**config.mk**
```make
export PLATFORM = sky130hd
export DESIGN_NAME = fifo_wr_arbiter_flat
export DESIGN_NICKNAME = d
export VERILOG_FILES = /design/src/rtl/fifo_wr_arbiter_if.sv /design/src/rtl/fifo_wr_arbiter.sv /design/src/flat_wrapper.sv
export SDC_FILE = /design/constraint.sdc
export NUM_CORES = 1
export LEC_CHECK = 0
export CAP_MARGIN = 20
export CORE_MARGIN = 8
export CORE_UTILIZATION = 37
export CTS_CLUSTER_SIZE = 12
export DETAILED_ROUTE_END_ITERATION = 12
export PLACE_DENSITY = 0.79
export SETUP_SLACK_MARGIN = 0.1
export SLEW_MARGIN = 20
export SYNTH_ARGS = -nofsm -noshare
export SYNTH_HDL_FRONTEND = slang
export SYNTH_SLANG_ARGS = --single-unit
```
**constraint.sdc**
```tcl
create_clock -name clk -period 1.8 [get_ports clk]
set_input_delay 0.54 -clock clk [delete_from_list [all_inputs] [get_ports clk]]
set_output_delay 0.54 -clock clk [all_outputs]
set_load 0.005 [all_outputs]
```
**src/rtl/fifo_wr_arbiter_if.sv**
```systemverilog
// Requester / FIFO-write-side bundle around fifo_wr_arbiter.
// The slave modport is the arbiter; master is the requesters plus the FIFO status.
interface fifo_wr_arbiter_if #(
    parameter int NUM_REQ    = 2,
    parameter int DATA_WIDTH = 8
);
    logic [NUM_REQ-1:0]            req_valid;
    logic [NUM_REQ*DATA_WIDTH-1:0] req_data;
    logic [NUM_REQ-1:0]            req_last;
    logic [NUM_REQ-1:0]            req_ready;
    logic                          fifo_full;
    logic                          fifo_wr_en;
    logic [DATA_WIDTH-1:0]         fifo_wr_data;
    logic                          grant_valid;
    logic [1:0]                    grant_idx;
    logic                          burst_err;
    logic                          clr_err;

    modport master (
        output req_valid, req_data, req_last, fifo_full, clr_err,
        input  req_ready, fifo_wr_en, fifo_wr_data, grant_valid, grant_idx, burst_err
    );

    modport slave (
        input  req_valid, req_data, req_last, fifo_full, clr_err,
        output req_ready, fifo_wr_en, fifo_wr_data, grant_valid, grant_idx, burst_err
    );
endinterface

```
**src/rtl/fifo_wr_arbiter.sv**
```systemverilog
// Round-robin, packet-locked arbiter sharing one FIFO write port among up to 4 byte streams.
// state   | meaning
// ST_IDLE | no holder; pick next valid requester after rr_ptr, no data moves
// ST_LOCK | grant_idx owns the port until Last or the burst cap
module fifo_wr_arbiter #(
    parameter int NUM_REQ    = 2,
    parameter int DATA_WIDTH = 8,
    parameter int MAX_BURST  = 16
) (
    input  logic             clk,
    input  logic             rst_b,
    fifo_wr_arbiter_if.slave bus
);
    localparam int               CNT_W     = $clog2(MAX_BURST + 1);
    localparam logic [CNT_W-1:0] BURST_CAP = CNT_W'(MAX_BURST);
    localparam logic [1:0]       RR_INIT   = 2'(NUM_REQ - 1);

    typedef enum logic {
        ST_IDLE = 1'b0,
        ST_LOCK = 1'b1
    } state_t;

    state_t           state;
    logic [1:0]       grant_idx;
    logic [1:0]       rr_ptr;
    logic             grant_valid;
    logic             burst_err;
    logic [CNT_W-1:0] beat_cnt;

    logic [3:0]            valid_pad;
    logic [3:0]            last_pad;
    logic [DATA_WIDTH-1:0] data_arr [4];
    logic                  pick_found;
    logic [1:0]            pick_idx;
    logic                  xfer;
    logic [CNT_W-1:0]      beat_next;
    logic                  hit_cap;

    // Pad to four lanes so a 2-bit index never selects outside the vector.
    assign valid_pad = 4'(bus.req_valid);
    assign last_pad  = 4'(bus.req_last);

    for (genvar r = 0; r < 4; r++) begin : g_slice
        if (r < NUM_REQ) begin : g_used
            assign data_arr[r] = bus.req_data[r*DATA_WIDTH +: DATA_WIDTH];
        end else begin : g_unused
            assign data_arr[r] = '0;
        end
    end

    // Scan from the far end so the nearest valid index after rr_ptr wins.
    always_comb begin
        pick_found = 1'b0;
        pick_idx   = '0;
        for (int off = NUM_REQ; off >= 1; off--) begin
            if (valid_pad[2'((int'(rr_ptr) + off) % NUM_REQ)]) begin
                pick_found = 1'b1;
                pick_idx   = 2'((int'(rr_ptr) + off) % NUM_REQ);
            end
        end
    end

    assign xfer      = (state == ST_LOCK) && valid_pad[grant_idx] && !bus.fifo_full;
    assign beat_next = beat_cnt + CNT_W'(1);
    assign hit_cap   = (beat_next == BURST_CAP);

    always_comb begin
        bus.req_ready = '0;
        for (int r = 0; r < NUM_REQ; r++) begin
            if (xfer && (grant_idx == 2'(r))) begin
                bus.req_ready[r] = 1'b1;
            end
        end
    end

    assign bus.fifo_wr_en   = xfer;
    assign bus.fifo_wr_data = (state == ST_LOCK) ? data_arr[grant_idx] : '0;
    assign bus.grant_valid  = grant_valid;
    assign bus.grant_idx    = grant_idx;
    assign bus.burst_err    = burst_err;

    always_ff @(posedge clk) begin
        if (!rst_b) begin
            state       <= ST_IDLE;
            grant_idx   <= '0;
            grant_valid <= 1'b0;
            burst_err   <= 1'b0;
            beat_cnt    <= '0;
            rr_ptr      <= RR_INIT;
        end else begin
            if (bus.clr_err) begin
                burst_err <= 1'b0;
            end
            case (state)
                ST_IDLE: begin
                    if (pick_found) begin
                        grant_idx   <= pick_idx;
                        grant_valid <= 1'b1;
                        beat_cnt    <= '0;
                        state       <= ST_LOCK;
                    end
                end
                ST_LOCK: begin
                    if (xfer) begin
                        beat_cnt <= beat_next;
                        // Last takes precedence, so a Last on the capping beat is a clean end.
                        if (last_pad[grant_idx]) begin
                            state       <= ST_IDLE;
                            rr_ptr      <= grant_idx;
                            grant_valid <= 1'b0;
                        end else if (hit_cap) begin
                            state       <= ST_IDLE;
                            rr_ptr      <= grant_idx;
                            grant_valid <= 1'b0;
                            burst_err   <= 1'b1;
                        end
                    end
                end
                default: state <= ST_IDLE;
            endcase
        end
    end
endmodule

```
**src/flat_wrapper.sv**
```systemverilog
// flat-port wrapper written by rule: the top's interface ports become plain ports
module fifo_wr_arbiter_flat 
#(
    parameter int NUM_REQ    = 2,
    parameter int DATA_WIDTH = 8,
    parameter int MAX_BURST  = 16
)
  (clk, rst_b, bus_req_valid, bus_req_data, bus_req_last, bus_fifo_full, bus_clr_err, bus_req_ready, bus_fifo_wr_en, bus_fifo_wr_data, bus_grant_valid, bus_grant_idx, bus_burst_err);
  fifo_wr_arbiter_if #(.NUM_REQ(NUM_REQ), .DATA_WIDTH(DATA_WIDTH)) bus_i ();
  input  logic clk;
  input  logic rst_b;
  input wire logic [$bits(bus_i.req_valid)-1:0] bus_req_valid;
  input wire logic [$bits(bus_i.req_data)-1:0] bus_req_data;
  input wire logic [$bits(bus_i.req_last)-1:0] bus_req_last;
  input wire logic [$bits(bus_i.fifo_full)-1:0] bus_fifo_full;
  input wire logic [$bits(bus_i.clr_err)-1:0] bus_clr_err;
  output wire logic [$bits(bus_i.req_ready)-1:0] bus_req_ready;
  output wire logic [$bits(bus_i.fifo_wr_en)-1:0] bus_fifo_wr_en;
  output wire logic [$bits(bus_i.fifo_wr_data)-1:0] bus_fifo_wr_data;
  output wire logic [$bits(bus_i.grant_valid)-1:0] bus_grant_valid;
  output wire logic [$bits(bus_i.grant_idx)-1:0] bus_grant_idx;
  output wire logic [$bits(bus_i.burst_err)-1:0] bus_burst_err;
  assign bus_i.req_valid = bus_req_valid;
  assign bus_i.req_data = bus_req_data;
  assign bus_i.req_last = bus_req_last;
  assign bus_i.fifo_full = bus_fifo_full;
  assign bus_i.clr_err = bus_clr_err;
  assign bus_req_ready = bus_i.req_ready;
  assign bus_fifo_wr_en = bus_i.fifo_wr_en;
  assign bus_fifo_wr_data = bus_i.fifo_wr_data;
  assign bus_grant_valid = bus_i.grant_valid;
  assign bus_grant_idx = bus_i.grant_idx;
  assign bus_burst_err = bus_i.burst_err;
  fifo_wr_arbiter #(.NUM_REQ(NUM_REQ), .DATA_WIDTH(DATA_WIDTH), .MAX_BURST(MAX_BURST)) u_core (.clk(clk), .rst_b(rst_b), .bus(bus_i));
endmodule
```
Yosys cells after proc, flatten, opt, wreduce, memory -nomap -nowiden:

Index checks and enable logic that the tools add are counted.

* $add $sub $neg: 3
* magnitude comparators: 4
* equality and inequality tests: 5
* multiplexer cells: 40
* bitwise gates (word level): 4
* reductions and logical operators: 11

Operators by type and width (number)
* 1-bit 2-to-1 mux: 25
* 8-bit 2-to-1 mux: 3
* 8-bit binary-select mux with 2-bit select: 1
* 5-bit 2-to-1 mux: 2
* 5-bit case mux with 2 select lines: 1
* 1-bit binary-select mux with 2-bit select: 4
* 2-bit by 4-bit less-than comparator with 1-bit output (second input constant): 2
* 3-bit AND reduction: 2
* 5-bit by 1-bit adder with 5-bit output (second input constant): 1
* 5-bit == test (second input constant): 1
* 1-bit logical AND: 4
* 2-bit 2-to-1 mux: 2
* 1-bit case mux with 2 select lines: 2
* 2-bit AND reduction: 2
* 3-bit >= comparator (second input constant): 1
* 2-bit by 3-bit less-than comparator with 1-bit output (second input constant): 1
* 3-bit != test (second input constant): 1
* 2-bit inverter with 3-bit output: 1
* 1-bit adder (second input constant): 2
* 1-bit bitwise AND (first input constant): 2
* 2-bit by 1-bit == test with 1-bit output (second input constant): 1
* 2-bit logical NOT: 1
* 2-bit by 1-bit != test with 1-bit output (second input constant): 1
* 2-bit != test (second input constant): 1
* 3 further kinds: 3

* flip-flop bits (word level): 11
* input bits: 24
* output and inout port bits: 15

Longest topological paths before layout:

Gate-level depths: netlist (run 1).

* depth in word-level cells: 9
* gate-level depth with buffers: 6
* gate-level depth less buffers: 5

Worst setup path after synthesis (run 1):

No wires, ideal clock.

* path type: input to output
* start point: input port bus_fifo_full
* end point: output port bus_fifo_wr_en
* arrival: 1164 ps
* required time: 1260 ps
* slack: 96 ps
* stages on the path: 4
* path buffers: 1
* cells stage by stage: nand2b_1 -> or2_1 -> buf_2 -> inv_2

* word-level cells in the longest chain between the ends: 2

Ends and longest elaborated chain
* start: declaration: RTL line flat_wrapper.sv:15 `input wire logic [$bits(bus_i.fifo_full)-1:0] bus_fifo_full;`
* 1-bit logical NOT: RTL line fifo_wr_arbiter.sv:63 `assign xfer = (state == ST_LOCK) && valid_pad[grant_idx] && !bus.fifo_full;`
* 1-bit logical AND: RTL line fifo_wr_arbiter.sv:63
* end: declaration: RTL line flat_wrapper.sv:18 `output wire logic [$bits(bus_i.fifo_wr_en)-1:0] bus_fifo_wr_en;`

Every way passes these cells.

Worst setup path in the final report (run 1):

* start point: register u_core.grant_idx[0] (netlist: u_core.bus.grant_idx[0])
* end point: output port bus_fifo_wr_en

* word-level cells in the longest chain between the ends: 4

Ends and longest elaborated chain
* start: declaration: RTL line fifo_wr_arbiter.sv:24 `logic [1:0] grant_idx;`
* start signal: assignment: RTL line fifo_wr_arbiter.sv:97 `grant_idx <= pick_idx;`
* 1-bit binary-select mux with 2-bit select: RTL line fifo_wr_arbiter.sv:63
* 1-bit 2-to-1 mux (implied by the code): RTL line fifo_wr_arbiter.sv:63
* 1-bit logical AND (2 in a row): RTL line fifo_wr_arbiter.sv:63

Every way passes these cells. The select of a mux whose other input is x is not followed.

==> metrics.csv, run 1 <==
stage;metric;value;unit
run_status;status;complete, no violations;
routing;ANT nets after route;0;
grt;number of global-route vias before repair;854;
routing;routed vias/inst;5.10;
power;switching share of power;26.1;%
final_layout;Syn-to-layout area delta;74.8;%
final_layout;highest-count cells in the layout ignoring fill and taps;dlygate4sd2_1 (17), buf_4 (13), buf_2 (11);
cts;H-Tree Depth;1;
logic_synthesis;synthesized area;669;um^2
routing;drt drc;0;
placed_design;gpl congestion;0.817;
final_layout;FF/Latch Area;204;um^2
job;max_cap viols;0;
die;Die W;58.5;um
die;top-level port count;39;
cts;clock-pin transition on the worst setup and hold timing paths;0.07;ns
setup_path;CP arrival;1.22;ns
grt;grt total ovfl;0;
setup_path;startpoint types;register;
sta;Final min period;1.76;ns
die;Core ar.;0.00171;mm^2
setup_path;worst path cell trace;mux2i_4 > or2_4 > inv_4 > buf_6;
setup_path;kind of cell adding the most delay to the critical path;flip-flops;
routing;routed via count;836;
logic_synthesis;area leader, netlist;dfxtp_1;
sta;unrepaired setup endpoints after global routing;true;
routing;Iteration-0 DRC Markers;17;
cts;hold buffers post-CTS;0;
setup_path;Max FO, Critical Path;5;
sta;TNS Setup;0;ns
sta;clock skew;0.00909;ns
logic_synthesis;Avg Cell Area, Syn;7.78;um^2
logic_synthesis;Synth area leaders;dfxtp_1 (30%), mux2i_1 (13%), nor2_1 (5.6%);
power;Comb power frac;27.9;%
routing;Routed WL per cell;14.3;um
final_layout;layout cells sized above 1;30.9;%
cts;clock latency on the worst-skew pair;0.27;ns
power;Seq pwr share;38.6;%
setup_path;worst path buffer plus inverter count;2;
die;die area;0.00343;mm^2
worst_hold_path;Hold Path Origin;u_core.bus.grant_valid;
setup_path;slowest stage delay, CP;0.37;ns
power;PwrDens;521;mW/mm^2
cts;Num CTS Buffers;3;
logic_synthesis;Ys Warns;0;
logic_synthesis;cells after synthesis;86;
sta;Final Hold Fails;0;
logic_synthesis;Mapped Nets;111;
power;Leak;0.000561;uW
sta;WHS;0.459;ns
final_layout;footprint of the multi-input gates;458;um^2
worst_hold_path;HP Class;reg -> reg;
sta;max frequency;569;MHz
logic_synthesis;Seq/Total Area, Yosys;29.9;%
routing;WL final;2340;um
setup_path;worst r2r src;u_core.bus.grant_idx[0];
grt;antenna violations before repair;0;
final_layout;Fill cells;159;
die;Rows;15;
sta;Pins Over Slew Limit;0;
logic_synthesis;#FFs+latches synth;10;
die;Die Ht;58.5;um
logic_synthesis;Cell variety after synth;34;
sta;final period utilization;97.7;%
routing;Detailed Routing Iterations Pass 1;4;
setup_path;kind of critical path;reg -> out;
grt;first-pass GRT wire length;3740;um
power;sw power;159;uW
sta;Final Setup Violations;0;
grt;Global Route Usage Sum;13.6;%
logic_synthesis;Yosys top cell area share;29.9;%
setup_path;Critical Path End Type;primary output;
placed_design;PortBufs;37;
power;Clk pwr share;33.5;%
grt;pin count of the biggest net entering global routing;10;
cts;clock root cell;clkbuf_4;
placed_design;HPWL after detailed placement;1840;um
setup_path;Critical path origin;u_core.bus.grant_idx[0];
setup_path;WP data required;1.26;ns
final_layout;n_diodes;0;
final_layout;Final nets;165;
cts;CTS tree;yes;
cts;CTS max path bufs;2;
power;Peak VDD IR;359;uV
final_layout;commonest non-fill, non-tap cell in the layout;dlygate4sd2_1;
cts;CTS sink count;10;
power;Pint;451;uW
setup_path;CP max stage cell;dfxtp_4;
die;initial core utilization;39.2;%
## area by class of cell
class | instances | share of cell area [%]
repair buffers | 52 | 35.5
well taps | 25 | 2.67
multi-input cells | 67 | 39.1
flip-flops and latches | 10 | 17.4
inverters | 6 | 2.14
clock buffers | 4 | 3.10
## logic make-up (layout without fill, tap and decap cells)
group                    Yosys count  count (layout)  synth area share [%]
AO/OA/AOI/OAI                     19              19                  18.3
XOR/XNOR                           1               1                  1.31
adder cells (fa/ha/maj)            1               1                  1.87
buffers and inverters              9              62                  5.79
flip-flops                        10              10                  29.9
multiplexers                      11              11                  16.8
other                              1               1                 0.560
AND/OR/NAND/NOR                   34              34                  25.4
## cell usage after synthesis
cell type	number
a31oi_1	3
nand3_1	6
and4b_1	1
o21ai_1	1
or2_1	2
dfxtp_1	10
o22ai_1	1
o211ai_1	1
o211a_1	1
a21o_1	1
inv_2	2
nand2_1	5
nand3b_1	1
mux2_2	2
xnor2_1	1
buf_2	1
a211oi_1	1
o21ai_0	2
mux2i_1	9
buf_1	1
and3_1	1
o2111ai_1	1
or3_1	1
nand2b_1	1
nor2_1	10
nor3_1	5
conb_1	1
inv_1	4
buf_4	1
o21bai_1	1
o221ai_1	1
nor3_2	1
a21oi_1	5
ha_1	1
## per-stage QoR
stage | setup slack, ns | instance area [um^2] | total power (uW) | utilization (%) | std cells
finish | 0.0418 | 1170 | 610 | 68.5 | 164
global route | 0.0120 | 1170 | 636 | 68.5 | 164
global placement | -0.719 | 1140 | 417 | 66.7 | 156
CTS | 0.0346 | 1150 | 611 | 67.6 | 163
detailed placement | -0.735 | 1140 | 422 | 66.7 | 156
floorplan | 0.108 | 674 | 302 | - | 86
## state kept, by name, indices dropped and copies added (netlist names)
| signal | count |
|---|---|
| u_core.beat_cnt | 5 |
| u_core.bus.burst_err | 1 |
| u_core.rr_ptr | 1 |
| u_core.state | 1 |
| u_core.bus.grant_valid | 1 |
| u_core.bus.grant_idx | 1 |
## repair_timing
item                                    4_1_cts  5_1_grt
setup buffers                                 3        1
gates resized for setup                      80        3
pin swaps                                    11        8
endpoints found under the setup margin       18       11
## layer usage
| layer | GRT usage, % | up-vias | part of all wire, % | wire [um] |
|---|---|---|---|---|
| li1 | - | 417 | - | - |
| met1 | 13.9 | 384 | 41 | 958 |
| met2 | 24.7 | 31 | 48 | 1120 |
| met3 | 3.91 | 4 | 9.8 | 229 |
| met4 | 5.94 | 0 | 0.98 | 23 |
| met5 | 0 | - | 0 | 0 |
## tightest hold or removal path, delay by kind of cell, from the launching register on
family	cells	cell delay, ns
simple gates	1	0.05
compound gates	1	0.05
flops	1	0.31
## final timing paths
check / to / slack, ns / cells past startpoint
worst min-delay path: u_core.bus.grant_valid / 0.46 / 2
worst max register to register: u_core.state / 0.20 / 6
worst min register to register: u_core.bus.grant_valid / 0.46 / 2
worst max-delay path: bus_fifo_wr_en / 0.04 / 4
## power by group through the flow
stage,clock network [uW],registers [uW],logic [uW]
6_report,204,235,170
5_1_grt,216,237,184
4_1_cts,211,235,165
3_5_place_dp,0,239,182
3_3_place_gp,0,239,178
2_1_floorplan,0,240,61.9
Note: power is estimated with default switching activity, not from simulation.
==> run 2, diff against run 1 <==
HOLD_SLACK_MARGIN = 0.03   (was not set)
==> results of run 2 <==
Same layout as run 1: the final DEF is identical, and so are final timing and power.
==> run 3, diff against run 2 <==
GPL_ROUTABILITY_DRIVEN = 0   (was not set)
REMOVE_ABC_BUFFERS = 1   (was not set)
==> metrics.csv, run 3 (synthesis results as in run 1) <==
stage;metric;value;unit;change
power;sw power;153;uW;was 159 uW
power;Clk pwr share;33.6;%;was 33.5%
final_layout;fin area;0.00114;mm^2;was 0.00117 mm^2
cts;CTS sink count;10;;unchanged
sta;Pins Over Slew Limit;0;;unchanged
power;Pint;445;uW;was 451 uW
final_layout;commonest non-fill, non-tap cell in the layout;dlygate4sd2_1;;unchanged
grt;number of global-route vias before repair;820;;was 854
worst_hold_path;Hold Path Origin;u_core.bus.burst_err;;was u_core.bus.grant_valid
routing;Iteration-0 DRC Markers;14;;was 17
cts;clock latency on the worst-skew pair;0.26;ns;was 0.27 ns
power;switching share of power;25.6;%;was 26.1%
grt;Global Route Usage Sum;12.8;%;was 13.6%
setup_path;Max FO, Critical Path;5;;unchanged
cts;CTS tree;yes;;unchanged
final_layout;max FFs per register;5;;unchanged
sta;max frequency;572;MHz;was 569 MHz
grt;pin count of the biggest net entering global routing;10;;unchanged
sta;Final Setup Violations;0;;unchanged
cts;H-Tree Depth;1;;unchanged
setup_path;Critical Path End Type;primary output;;unchanged
die;top-level port count;39;;unchanged
worst_hold_path;HP Class;reg -> reg;;unchanged
routing;Detailed Routing Iterations Pass 1;4;;unchanged
setup_path;Worst R2R Setup Slack;0.29;ns;was 0.20 ns
routing;drt drc;0;;unchanged
setup_path;worst r2r src;u_core.bus.grant_idx[0];;unchanged
final_layout;register with the most flip-flops;u_core.beat_cnt;;unchanged
placed_design;HPWL after detailed placement;1770;um;was 1840 um
setup_path;WP data required;1.26;ns;about the same
grt;first-pass GRT wire length;3410;um;was 3740 um
cts;CTS max path bufs;2;;unchanged
final_layout;highest-count cells in the layout ignoring fill and taps;dlygate4sd2_1 (17), buf_2 (12), nor2_1 (10), buf_4 (10), dfxtp_1 (9);;was dlygate4sd2_1 (17), buf_4 (13), buf_2 (11)
sta;Final Hold Fails;0;;unchanged
grt;grt total ovfl;0;;unchanged
cts;clock root cell;clkbuf_4;;unchanged
power;Peak VDD IR;389;uV;was 359 uV
power;Leak;0.000543;uW;was 0.000561 uW
setup_path;R2R cell count;5;;was 6
power;Power Total;599;uW;was 610 uW
cts;Num CTS Buffers;3;;unchanged
power;PwrDens;527;mW/mm^2;was 521 mW/mm^2
routing;ANT nets after route;0;;unchanged
worst_hold_path;worst hold path stage count;2;;unchanged
die;Rows;15;;unchanged
sta;Final min period;1.75;ns;was 1.76 ns
worst_hold_path;hold path endpoint;u_core.bus.burst_err;;was u_core.bus.grant_valid
final_layout;Syn-to-layout area delta;69.7;%;was 74.8%
job;max_cap viols;0;;unchanged
routing;routed vias/inst;5.01;;was 5.10
sta;final period utilization;97.0;%;was 97.7%
final_layout;n_diodes;0;;unchanged
die;die area;0.00343;mm^2;unchanged
die;Die W;58.5;um;unchanged
cts;clock-pin transition on the worst setup and hold timing paths;0.07;ns;about the same
setup_path;kind of critical path;reg -> out;;unchanged
grt;antenna violations before repair;0;;unchanged
routing;WL final;2210;um;was 2340 um
die;Core ar.;0.00171;mm^2;unchanged
sta;unrepaired setup endpoints after global routing;true;;unchanged
sta;clock skew;0.00137;ns;was 0.00909 ns
die;initial core utilization;39.2;%;unchanged
placed_design;Placed Area;0.00113;mm^2;was 0.00114 mm^2
routing;Routed WL per cell;13.7;um;was 14.3 um
setup_path;r2r endpoint;u_core.rr_ptr[0];;was u_core.state
power;Comb power frac;27.1;%;was 27.9%
final_layout;layout cells sized above 1;28.7;%;was 30.9%
die;Die Ht;58.5;um;unchanged
routing;routed via count;807;;was 836
run_status;status;complete, no violations;;unchanged
power;Seq pwr share;39.3;%;was 38.6%
placed_design;PortBufs;37;;unchanged
setup_path;startpoint types;register;;unchanged
cts;hold buffers post-CTS;0;;unchanged
setup_path;CP arrival;1.21;ns;was 1.22 ns
final_layout;Final nets;162;;was 165
run 3: cell count changes in the layout (fill, tap and decap cells not counted), sizes merged:
cell,delta
buf,-2
clkbuf,-1
run 3: worst max-delay path by stage:
stage	from	end	slack [ns]
2_1_floorplan	u_core.bus.grant_idx[0]	bus_fifo_wr_en	-0.01
3_3_place_gp	bus_req_valid[1]	bus_fifo_wr_en	-0.73
3_5_place_dp	bus_req_valid[1]	bus_fifo_wr_en	-0.74
4_1_cts	u_core.bus.grant_idx[0]	bus_fifo_wr_en	0.07
5_1_grt	u_core.bus.grant_idx[0]	bus_fifo_wr_data[2]	-0.003
6_report	u_core.bus.grant_idx[0]	bus_fifo_wr_en	0.05
run 3: power groups by stage:
stage	Clock, uW	Sequential (uW)	Combinational [uW]
floorplan	0	244	53.8
detailed placement	0	239	180
global route	224	237	177
global placement	0	239	176
finish	201	235	163
CTS	208	234	156
run 3: worst max-delay path, cell delays in order, from the launching register on:
cell,delay (ns)
dfxtp_4,0.37
mux2i_4,0.18
or2_4,0.24
inv_2,0.06
buf_6,0.08
run 3: what timing repair did:
action	in CTS	in global routing
gates resized for setup	78	4
pin swaps	8	1
hold endpoints to repair	0	0
endpoints found under the setup margin	18	11
buffers inserted	2	0
run 3: area by class of cell:
cell class              instances  area [um^2]
well taps                      25         31.3
fillers                       161          572
clock buffers                   4         36.3
repair buffers                 49          389
inverters                       6         22.5
flip-flops and latches         10          204
multi-input cells              67          453
run 3: layer usage:
layer	wire [um]	global-route usage (%)
met1	1040	15.2
met2	873	19.2
met3	273	4.57
met4	25	7.34
met5	0	0
run 3: stage by stage:
step                      std cells  hold WS (ns)  setup WS (ns)  setup TNS (ns)  util (%)
final                           161         0.474         0.0532               0      66.5
after global routing            161         0.501       -0.00273        -0.00514      66.5
after CTS                       161         0.473         0.0697               0      65.1
after detailed placement        155         0.456         -0.740           -7.31      66.2
after global placement          155         0.453         -0.735           -6.90      66.2
after floorplan                  83         0.452        -0.0112         -0.0112         -
==> edit 1 (settings of run 2) <==
`NUM_REQ` is set to 2 in 3 places; all go to 1.
--- a/src/rtl/fifo_wr_arbiter_if.sv
+++ b/src/rtl/fifo_wr_arbiter_if.sv
@@ -2,5 +2,5 @@
 // The slave modport is the arbiter; master is the requesters plus the FIFO status.
 interface fifo_wr_arbiter_if #(
-    parameter int NUM_REQ    = 2,
+    parameter int NUM_REQ    = 1,
     parameter int DATA_WIDTH = 8
 );
--- a/src/rtl/fifo_wr_arbiter.sv
+++ b/src/rtl/fifo_wr_arbiter.sv
@@ -4,5 +4,5 @@
 // ST_LOCK | grant_idx owns the port until Last or the burst cap
 module fifo_wr_arbiter #(
-    parameter int NUM_REQ    = 2,
+    parameter int NUM_REQ    = 1,
     parameter int DATA_WIDTH = 8,
     parameter int MAX_BURST  = 16
--- a/src/flat_wrapper.sv
+++ b/src/flat_wrapper.sv
@@ -2,5 +2,5 @@
 module fifo_wr_arbiter_flat 
 #(
-    parameter int NUM_REQ    = 2,
+    parameter int NUM_REQ    = 1,
     parameter int DATA_WIDTH = 8,
     parameter int MAX_BURST  = 16
Ports: changed (resized bus_req_data, bus_req_last, bus_req_ready and bus_req_valid); port bits go from 39 to 28. No check against the original RTL was run, so the function may have changed too.
==> edit 1 against run 2 <==
  * Worst setup slack better by 85 ps
  * Die area is 15% lower
  * Final area is 31% lower
  * Routed wire length is 20% lower
  * Non-clock buffer count is 18 lower
  * Total power is 18% lower
  * Core utilization is 7.1 points lower
  * Sequential cell count is 2 lower
  * Clock power is 32% lower
  * Area after synthesis is 21% lower
  * Highest routed layer unchanged
==> edit 1: results <==
metrics = {
    "status": {
        "status": "finished clean",
    },
    "worst_setup_path": {
        "cp.arrival_ps": 1130,
        "worstRegToRegCells": 5,
        "max_stage_delay_ps": 520,
        "cp-endpoint": "bus_grant_valid",
        "crit_slowest_cell": "clkdlybuf4s50_1",
        "crit_family": "buffers and inverters",
    },
    "detailed_routing": {
        "vias": 587,
        "drt-total-wl_mm": 1.87,
        "drt-met1-wl_um": 621,
        "dr.first_iter.drc_count": 13,
    },
    "synthesis": {
        "ys_types": 30,
        "synth_common_cells": "and2_1, dfxtp_1, inv_1, nand3b_1, o21ai_0",
        "synth_area_leaders": "dfxtp_1, and2_1, nand3b_1",
        "yosysTopAreaCellShare": 0.303,
        "yosysSeqAreaShare": 0.303,
    },
    "cts": {
        "clkTransAtPathRegs_ps": 50,
    },
    "pwr": {
        "p_leak_uw": 0.000399,
        "ir_drop_v": 0.000406,
    },
    "hold_path": {
        "hold_end": "u_core.beat_cnt[4]$_SDFFE_PN0P_",
        "holdCritStartpoint": "u_core.beat_cnt[4]$_SDFFE_PN0P_",
    },
    "grt": {
        "grt_max_degree": 15,
    },
    "timing": {
        "skew_ps": 2.54,
    },
    "final_layout": {
        "nets": 115,
    },
    "placed_design": {
        "place_inst": 107,
        "place_hpwl_mm": 1.37,
    },
}
-- edit 1: cell count changes after synthesis, sizes merged, moves of 3 or more --
cell and delta:
a21boi +4, a21oi -4, and2 +9, mux2i -9
nand2 -3, nand3 -4, nand3b +3, nor2 -9
nor3 -5
-- edit 1: kinds of logic (layout without fill, tap and decap cells) --
kind of cell	Yosys count	count (layout)	synth area share
other	1	2	0.00709
AOI/OAI and AO/OA	18	18	0.234
adders and majority gates	2	2	0.0473
and+or+nand+nor	26	26	0.303
buffers and inverters	10	41	0.106
DFF	8	8	0.303
-- edit 1: area by class of cell --
class	instances	share of cell area
Multi-Input combinational cell	48	0.392
Timing Repair Buffer	34	0.341
Sequential cell	8	0.198
Clock buffer	3	0.0279
Tap cell	15	0.0232
Inverter	4	0.0186
-- edit 1: power breakdown --
part           internal [uW]  switching (uW)  total, uW
logic                   91.4            70.3        162
clock network           76.3            61.6        138
registers                189            9.04        198
-- edit 1: what timing repair did --
| action | CTS | global route |
|---|---|---|
| pin swaps | 4 | 5 |
| endpoints found under the setup margin | 13 | 6 |
| buffers inserted | 1 | 1 |
| gates resized for setup | 52 | 6 |
-- edit 1: stage by stage --
| stage | cell area (um2) | setup WS, ps | setup TNS (ps) |
|---|---|---|---|
| 3_5_place_dp | 813 | -675 | -5040 |
| 4_1_cts | 790 | 49.5 | 0 |
| 6_report | 808 | 127 | 0 |
| 3_3_place_gp | 813 | -608 | -4380 |
| 5_1_grt | 808 | 113 | 0 |
| 2_1_floorplan | 533 | 152 | 0 |
-- edit 1: per-layer routing --
| metal | vias to the layer above | global-route usage |
|---|---|---|
| met5 | - | 0 |
| met4 | 0 | 0.0252 |
| met3 | 4 | 0.0496 |
| met2 | 26 | 0.241 |
| met1 | 268 | 0.110 |
| li1 | 289 | - |
==> edit 2 (config.mk and constraints of run 2) <==
Without the edit above. Reset style: asynchronous (`rst_b`), changed in one clocked block.
--- a/src/rtl/fifo_wr_arbiter.sv
+++ b/src/rtl/fifo_wr_arbiter.sv
@@ -80,5 +80,5 @@
     assign bus.burst_err    = burst_err;
 
-    always_ff @(posedge clk) begin
+    always_ff @(posedge clk or negedge rst_b) begin
         if (!rst_b) begin
             state       <= ST_IDLE;
Formal check against the unedited RTL: differs if rst_b is asserted again (counterexample within 4 cycles, from zero or initial values and one cycle with rst_b low); with rst_b held inactive, the same outputs for 10 cycles.
==> edit 2 against run 2 <==
  * The run now ends with setup timing left
  * Non-clock buffer count rose by 6
  * Core utilization decreased by 0.87 points
  * Register-to-register slack better by 70 ps
  * Area after synthesis is 9.0% higher
  * Count of clock-buffer cells in the layout unchanged
  * Worst setup slack worse by 92 ps
  * Sequential share of layout area rose by 2.2 points
  * First-iteration DRC count increased by 24%
  * Routed wire length increased by 6.3%
  * Final area increased by 9.9%
  * Sequential cell count unchanged
Power is not compared: it rests on default switching activity, and its combinational part moved more than twofold at a synthesized area within 25%.
==> edit 2: results <==
metrics = {
    "status": {
        "status": "finished with violations",
        "violations": "setup timing",
    },
    "grt": {
        "grt_pass1_vias": 844,
        "grt_pass1_wl_mm": 3.83,
        "use_met1": 0.142,
    },
    "hold_path": {
        "holdCritStartpoint": "u_core.bus.burst_err$_DFF_PN0_",
    },
    "detailed_routing": {
        "vias_per_cell": 4.83,
        "vias": 787,
        "wl_met3_um": 243,
        "wl_met2_mm": 1.20,
        "first_pass_iters": 2,
        "drt-total-wl_mm": 2.49,
        "dr.first_iter.drc_count": 21,
    },
    "final_layout": {
        "drive_above_1_share": 0.360,
    },
    "synthesis": {
        "yosysSeqAreaShare": 0.345,
        "syn_nets": 103,
        "syn_avg_cell_area_um2": 9.35,
        "ys.flop_type": "dfrtp_1",
        "ys_async_sr_fraction": 1.00,
    },
    "timing": {
        "tns_ps": -186,
        "skew_ps": 4.20,
        "setup-violations-final": 5,
        "fin_ws_ps": -49.9,
    },
    "cts": {
        "ctsResizeCount": 64,
    },
    "placed_design": {
        "place_hpwl_mm": 1.88,
        "pre_cts_slack_ps": -751,
    },
    "worst_setup_path": {
        "reg2reg_to": "u_core.beat_cnt[0]$_DFFE_PN0P_",
    },
}
-- edit 2: cell types whose count changed after synthesis, sizes merged, moves of 2 or more --
cell and delta:
o21a +2, inv -5, dfxtp -10, a22o +2, nand2 +5, xnor2 +2, or2 -2, nand3 -4
a21oi -4, a31oi -3, and2 +2, nor3 -5, dfrtp +9
-- edit 2: worst reg2reg max path, delay by kind of cell (launching register included) --
family                 cells  cell delay [ps]
DFF                        1              460
muxes                      2              450
buffers and inverters      2              290
AOI/OAI and AO/OA          1              210
-- edit 2: logic make-up after synthesis --
family,share of synthesized area
AO/OA/AOI/OAI,0.175
XOR/XNOR,0.0360
adder cells (fa/ha/maj),0.0171
buffers and inverters,0.0497
flip-flops,0.345
multiplexers,0.170
other,0.00514
AND/OR/NAND/NOR,0.202
-- edit 2: final cells by class --
class	instances	area [um2]	share of cell area
inverters	2	8.76	0.00681
well taps	27	33.8	0.0263
flip-flops and latches	10	253	0.196
repair buffers	58	503	0.391
multi-input cells	62	462	0.359
clock buffers	4	26.3	0.0204
